**src/rtl/simplez_sequencer.sv**
```systemverilog
// Simplez sequencer: fetch/decode/execute control for a 512x12 memory whose
// read data is registered on the falling edge (address at a rising edge,
// data valid at the next rising edge). Holds PC, RI and AC.
// Optional build macro SIMPLEZ_SINGLE_STEP_EN adds a `step` input and a
// WAIT_STEP state that gates every instruction fetch.
module simplez_sequencer #(
  parameter int ADDR_W   = 9,
  parameter int DATA_W   = 12,
  parameter int RESET_PC = 0
) (
  input  logic              clk,
  input  logic              rstn,
`ifdef SIMPLEZ_SINGLE_STEP_EN
  input  logic              step,
`endif
  input  logic [DATA_W-1:0] mem_rdata,
  output logic [ADDR_W-1:0] mem_addr,
  output logic              mem_we,
  output logic [DATA_W-1:0] mem_wdata,
  output logic [DATA_W-1:0] ac,
  output logic [ADDR_W-1:0] pc,
  output logic              halted
);

  localparam logic [ADDR_W-1:0] PC0 = ADDR_W'(RESET_PC);

  localparam logic [2:0] OP_ST  = 3'o0;
  localparam logic [2:0] OP_LD  = 3'o1;
  localparam logic [2:0] OP_ADD = 3'o2;
  localparam logic [2:0] OP_BR  = 3'o3;
  localparam logic [2:0] OP_BZ  = 3'o4;
  localparam logic [2:0] OP_CLR = 3'o5;
  localparam logic [2:0] OP_DEC = 3'o6;

  typedef enum logic [2:0] {
    S_FETCH,
    S_DECODE,
    S_EXEC,
    S_HALTED,
    S_WAIT_STEP
  } state_t;

  // Where every "go fetch the next instruction" transition lands. With
  // single-step enabled the fetch address is parked and we wait for `step`.
`ifdef SIMPLEZ_SINGLE_STEP_EN
  localparam state_t S_NEXT = S_WAIT_STEP;
`else
  localparam state_t S_NEXT = S_FETCH;
`endif

  state_t            state, state_n;
  logic [DATA_W-1:0] ri, ri_n;
  logic [DATA_W-1:0] ac_n, wdata_n;
  logic [ADDR_W-1:0] pc_n, addr_n;
  logic              we_n, halted_n;

  logic [2:0]        op;
  logic [ADDR_W-1:0] cd;
  logic [ADDR_W-1:0] pc_inc;

  assign op     = ri[DATA_W-1 -: 3];
  assign cd     = ri[ADDR_W-1:0];
  assign pc_inc = pc + ADDR_W'(1);

  // Next-state and next-register values; everything holds unless a state
  // says otherwise, and the write strobe defaults low so it only lives for
  // the single EXEC cycle of an ST.
  always_comb begin
    state_n  = state;
    ri_n     = ri;
    pc_n     = pc;
    ac_n     = ac;
    addr_n   = mem_addr;
    wdata_n  = mem_wdata;
    we_n     = 1'b0;
    halted_n = halted;
    case (state)
      S_FETCH: begin
        ri_n    = mem_rdata;
        state_n = S_DECODE;
      end
      S_DECODE: begin
        pc_n = pc_inc;
        case (op)
          OP_LD, OP_ADD: begin
            addr_n  = cd;
            state_n = S_EXEC;
          end
          OP_ST: begin
            addr_n  = cd;
            wdata_n = ac;
            we_n    = 1'b1;
            state_n = S_EXEC;
          end
          OP_BR: begin
            pc_n    = cd;
            addr_n  = cd;
            state_n = S_NEXT;
          end
          OP_BZ: begin
            if (ac == '0) begin
              pc_n   = cd;
              addr_n = cd;
            end else begin
              addr_n = pc_inc;
            end
            state_n = S_NEXT;
          end
          OP_CLR: begin
            ac_n    = '0;
            addr_n  = pc_inc;
            state_n = S_NEXT;
          end
          OP_DEC: begin
            ac_n    = ac - DATA_W'(1);
            addr_n  = pc_inc;
            state_n = S_NEXT;
          end
          default: begin
            // HALT: PC stays on the HALT instruction itself.
            pc_n     = pc;
            halted_n = 1'b1;
            state_n  = S_HALTED;
          end
        endcase
      end
      S_EXEC: begin
        case (op)
          OP_LD:   ac_n = mem_rdata;
          OP_ADD:  ac_n = ac + mem_rdata;
          default: ac_n = ac;
        endcase
        addr_n  = pc;
        state_n = S_NEXT;
      end
      S_HALTED: begin
        state_n = S_HALTED;
      end
      S_WAIT_STEP: begin
`ifdef SIMPLEZ_SINGLE_STEP_EN
        if (step) state_n = S_FETCH;
`else
        state_n = S_FETCH;
`endif
      end
      default: state_n = S_NEXT;
    endcase
  end

  // State and datapath registers; reset wins over any in-flight operation.
  always_ff @(posedge clk) begin
    if (!rstn) begin
      state     <= S_NEXT;
      ri        <= '0;
      pc        <= PC0;
      ac        <= '0;
      mem_addr  <= PC0;
      mem_wdata <= '0;
      mem_we    <= 1'b0;
      halted    <= 1'b0;
    end else begin
      state     <= state_n;
      ri        <= ri_n;
      pc        <= pc_n;
      ac        <= ac_n;
      mem_addr  <= addr_n;
      mem_wdata <= wdata_n;
      mem_we    <= we_n;
      halted    <= halted_n;
    end
  end

endmodule

```
**config.mk**
```make
export PLATFORM = sky130hd
export DESIGN_NAME = simplez_sequencer
export DESIGN_NICKNAME = d
export VERILOG_FILES = /design/src/rtl/simplez_sequencer.sv
export SDC_FILE = /design/constraint.sdc
export NUM_CORES = 1
export LEC_CHECK = 0
export ABC_AREA = 1
export CAP_MARGIN = 20
export CORE_UTILIZATION = 49
export CTS_BUF_LIST = sky130_fd_sc_hd__clkbuf_16
export DETAILED_ROUTE_END_ITERATION = 10
export GPL_ROUTABILITY_DRIVEN = 0
export GPL_TIMING_DRIVEN = 0
export PLACE_DENSITY = 0.73
export SETUP_SLACK_MARGIN = 0.3
export SLEW_MARGIN = 0
export SYNTH_ARGS = -nofsm -noshare
export SYNTH_HDL_FRONTEND = slang
export SYNTH_SLANG_ARGS = --single-unit
```
**constraint.sdc**
```tcl
create_clock -name clk -period 2.5 [get_ports clk]
set_clock_uncertainty 0.2 [all_clocks]
set_input_delay 0.5 -clock clk [delete_from_list [all_inputs] [get_ports clk]]
set_output_delay 0.5 -clock clk [all_outputs]
set_load 0.05 [all_outputs]
```
==> results by group <==
Placed design
  • # placed instances: between 700 and 800
  • PortBufs: between 50 and 60
  • HPWL Detailed: between 8 and 9 mm

Detailed routing
  • Pre-Repair DR Iteration Count: 5
  • Per-cell routed wire length: between 15 and 20 microns
  • Mean number of vias per cell: roughly 5.5
  • Total number of vias: between 4000 and 5000
  • Routed Antenna Nets: 0
  • DR DRC count: 0
  • DR iter-0 viols: 227
  • WL final: between 10 and 15 mm

STA
  • Fin crit share: about 89%
  • Slew margin rel.: roughly 62%
  • Worst-Margin Slew: roughly 0.57 ns
  • Final Hold Vio Count: 0
  • Minimum clock period: 2.214 ns
  • Final Max Tran Viols: 0
  • Setup_tns: 0 ns
  • # setup viols final: 0
  • Fmax: approximately 450 MHz
  • RSZ-0062 raised after global routing: true

Worst setup path
  • Critical Path AT: between 1.5 and 2 ns
  • Critical Path RT: about 1.8 ns
  • Top cell family by delay on the critical path: buffers and inverters
  • Setup Crit Path Kind: reg2out
  • Startpoint class of the critical path: flop
  • CP Max Fanout: 3
  • Critical-path cell with the highest stage delay: clkdlybuf4s50_1
  • Crit path buffers/inverters: 1
  • Cell Chain, Critical Path: clkdlybuf4s50_1
  • CP peak stage delay: ~0.8 ns
  • Crit path capture type: output pin

Clocking
  • CTS Buf Count: 9
  • Root Driver: clkbuf_16
  • Longest Clk Path Bufs: 2
  • H-tree Lvls: 3
  • CTS tree: built
  • Clk_lat worst skew: roughly 0.33 ns
  • Hold buffer count at cts: 0
  • Sink Count: between 50 and 60
  • Clock-pin slew on the worst setup and hold paths: 0.05 ns

Yosys
  • Post-synthesis sequential area ratio: between 20% and 30%
  • Yosys warns: 0
  • Synth Net Count: about 660
  • Netlist Area Pre-Place: slightly below 4000 sq um
  • Yosys cell types: 37
  • Avg Inst Size Synth: between 6 and 7 sq um
  • Post-Syn Instances: approximately 620
  • Flops & latches, synth: just under 60

Min path
  • HP Class: reg2reg

Layout
  • Diode count: 0
  • Share of cells above drive strength 1: roughly 8.5%
  • Nets: 726
  • Fillers: 725
  • Post-route insts no fill: approximately 800
  • Area Overhead vs Synth: 28.80%

Floorplanning
  • Row count: 32
  • DIE HEIGHT: 91.43 microns
  • Die area: between 8000 and 9000 sq um
  • Core box area: 7727 sq um
  • Die W: about 91 microns
  • Initial core utilization: roughly 51%
  • Number of I/O pins: 58

Power and ir drop
  • Power Dens Cells: ~1100 nW/um^2
  • Maximum VDD drop: a little over 0.7 mV
  • LEAKAGE: around 0.0025 uW

Global route
  • Gr usage total: approximately 29%
  • Global-route wire length before repair: 19.26 mm
  • Congestion Overflow GR: 0
  • Vias in the first global route: approximately 4100
  • Initial antenna violation count: 0
  • Largest net degree at the start of global routing: 11

Status
  • Outcome: completed

Run
  • Max-cap violation count: 0
-- sequential cells by signal (all words and copies together), names as in the netlist --
name       cells
ri            12
mem_wdata     12
ac            12
mem_addr       9
state          2
pc             9
halted         1
mem_we         1
-- cells in the final DEF (no fill, tap or decap), types with 3 or more instances in the layout --
master           instances
o21a_1                   5
ha_1                    10
inv_1                   91
o21ai_0                 58
xor2_1                  10
o21ai_1                  9
clkdlybuf4s50_1         29
nand2_1                144
nand2_2                  3
clkbuf_2                 3
buf_2                    3
nor2_1                  42
clkbuf_1                 8
clkbuf_16                9
ha_4                     7
nand3_1                 40
a21oi_2                  3
dlymetal6s2s_1           6
dlygate4sd2_1           21
inv_2                    5
xnor2_1                  3
a21oi_1                 86
dfxtp_1                 55
nand4_1                  7
dfxtp_2                  3
nor2_2                   3
-- cell type report --
type | instances | area (sq um) | share of cell area (%)
Multi-Input combinational cell | 451 | 2430 | 48.14
Sequential cell | 58 | 1165 | 23.08
Timing Repair Buffer | 58 | 561.8 | 11.13
Inverter | 99 | 377.9 | 7.486
Clock buffer | 9 | 225.2 | 4.462
Tap cell | 102 | 127.6 | 2.529
Clock inverter | 6 | 82.58 | 1.636
Buffer | 16 | 77.57 | 1.537
-- metrics by stage --
step,cell area [sq um],setup WS (ns),util [%],total power [uW],hold WS (ns)
after floorplan,3921,0.3205,-,3306,0.2633
final,5047,0.2865,65.32,5472,0.2626
after detailed placement,4619,-0.2958,59.78,4079,0.2555
after global routing,5047,0.2793,65.32,5797,0.2830
after CTS,4921,0.3087,63.68,5346,0.2639
after global placement,4619,-0.3209,59.78,4043,0.2549
-- report_power, final --
group,switching (uW),internal [uW],total (uW)
clock network,437,860,1300
logic,1900,903,2800
registers,241,1130,1370
total,2580,2890,5470
-- metal layers --
layer | vias to the layer above | wire length [microns] | global-route usage, %
met3 | 37 | 781 | 5.946
met5 | - | 0 | 0
met1 | 1974 | 4944 | 34.63
li1 | 2171 | - | -
met2 | 189 | 5910 | 50.13
met4 | 0 | 479 | 14.95
-- synth_stat cells (all sizes together) --
master	n	area, sq um
nand2	149	581.8
o21bai	1	7.510
buf	6	37.53
inv	98	370.3
dfxtp	58	1161
xor2	10	87.58
o22ai	2	12.51
o21a	5	37.54
o2111ai	1	8.760
nor3	3	26.28
a21o	1	7.510
nor2	47	193.9
fa	1	20.02
xnor2	3	26.28
o211ai	2	15.01
clkbuf	10	38.78
a31oi	2	12.51
clkinv	1	3.750
ha	18	225.2
nand4	7	43.79
or2	1	6.260
o21ai	67	335.3
nand3	42	210.2
a21oi	89	449.2
-- repair_timing --
item,4_1_cts,5_1_grt
setup buffers,1,0
endpoints found under the hold margin,0,0
gates resized for setup,26,26
setup endpoints to repair,28,29
pin swaps,1,3
-- kinds of logic after synthesis --
logic type | synth area share, %
simple gates | 27.11
compound gates | 22.61
buf+inv | 11.49
flops | 29.63
fa+ha+maj | 6.258
xor+xnor | 2.906
-- final timing paths --
path	start	endpoint	slack [ns]	depth (start not counted)
worst min-delay path	mem_addr[8]$_SDFFE_PN0P_	mem_addr[8]$_SDFFE_PN0P_	0.26	2
worst max-delay path	ac[1]$_SDFFE_PN0P_	ac[1]	0.29	1
worst min register to register	mem_addr[8]$_SDFFE_PN0P_	mem_addr[8]$_SDFFE_PN0P_	0.26	2
worst max register to register	ac[1]$_SDFFE_PN0P_	ac[8]$_SDFFE_PN0P_	0.43	10
Note: power is estimated with default switching activity, not from simulation.
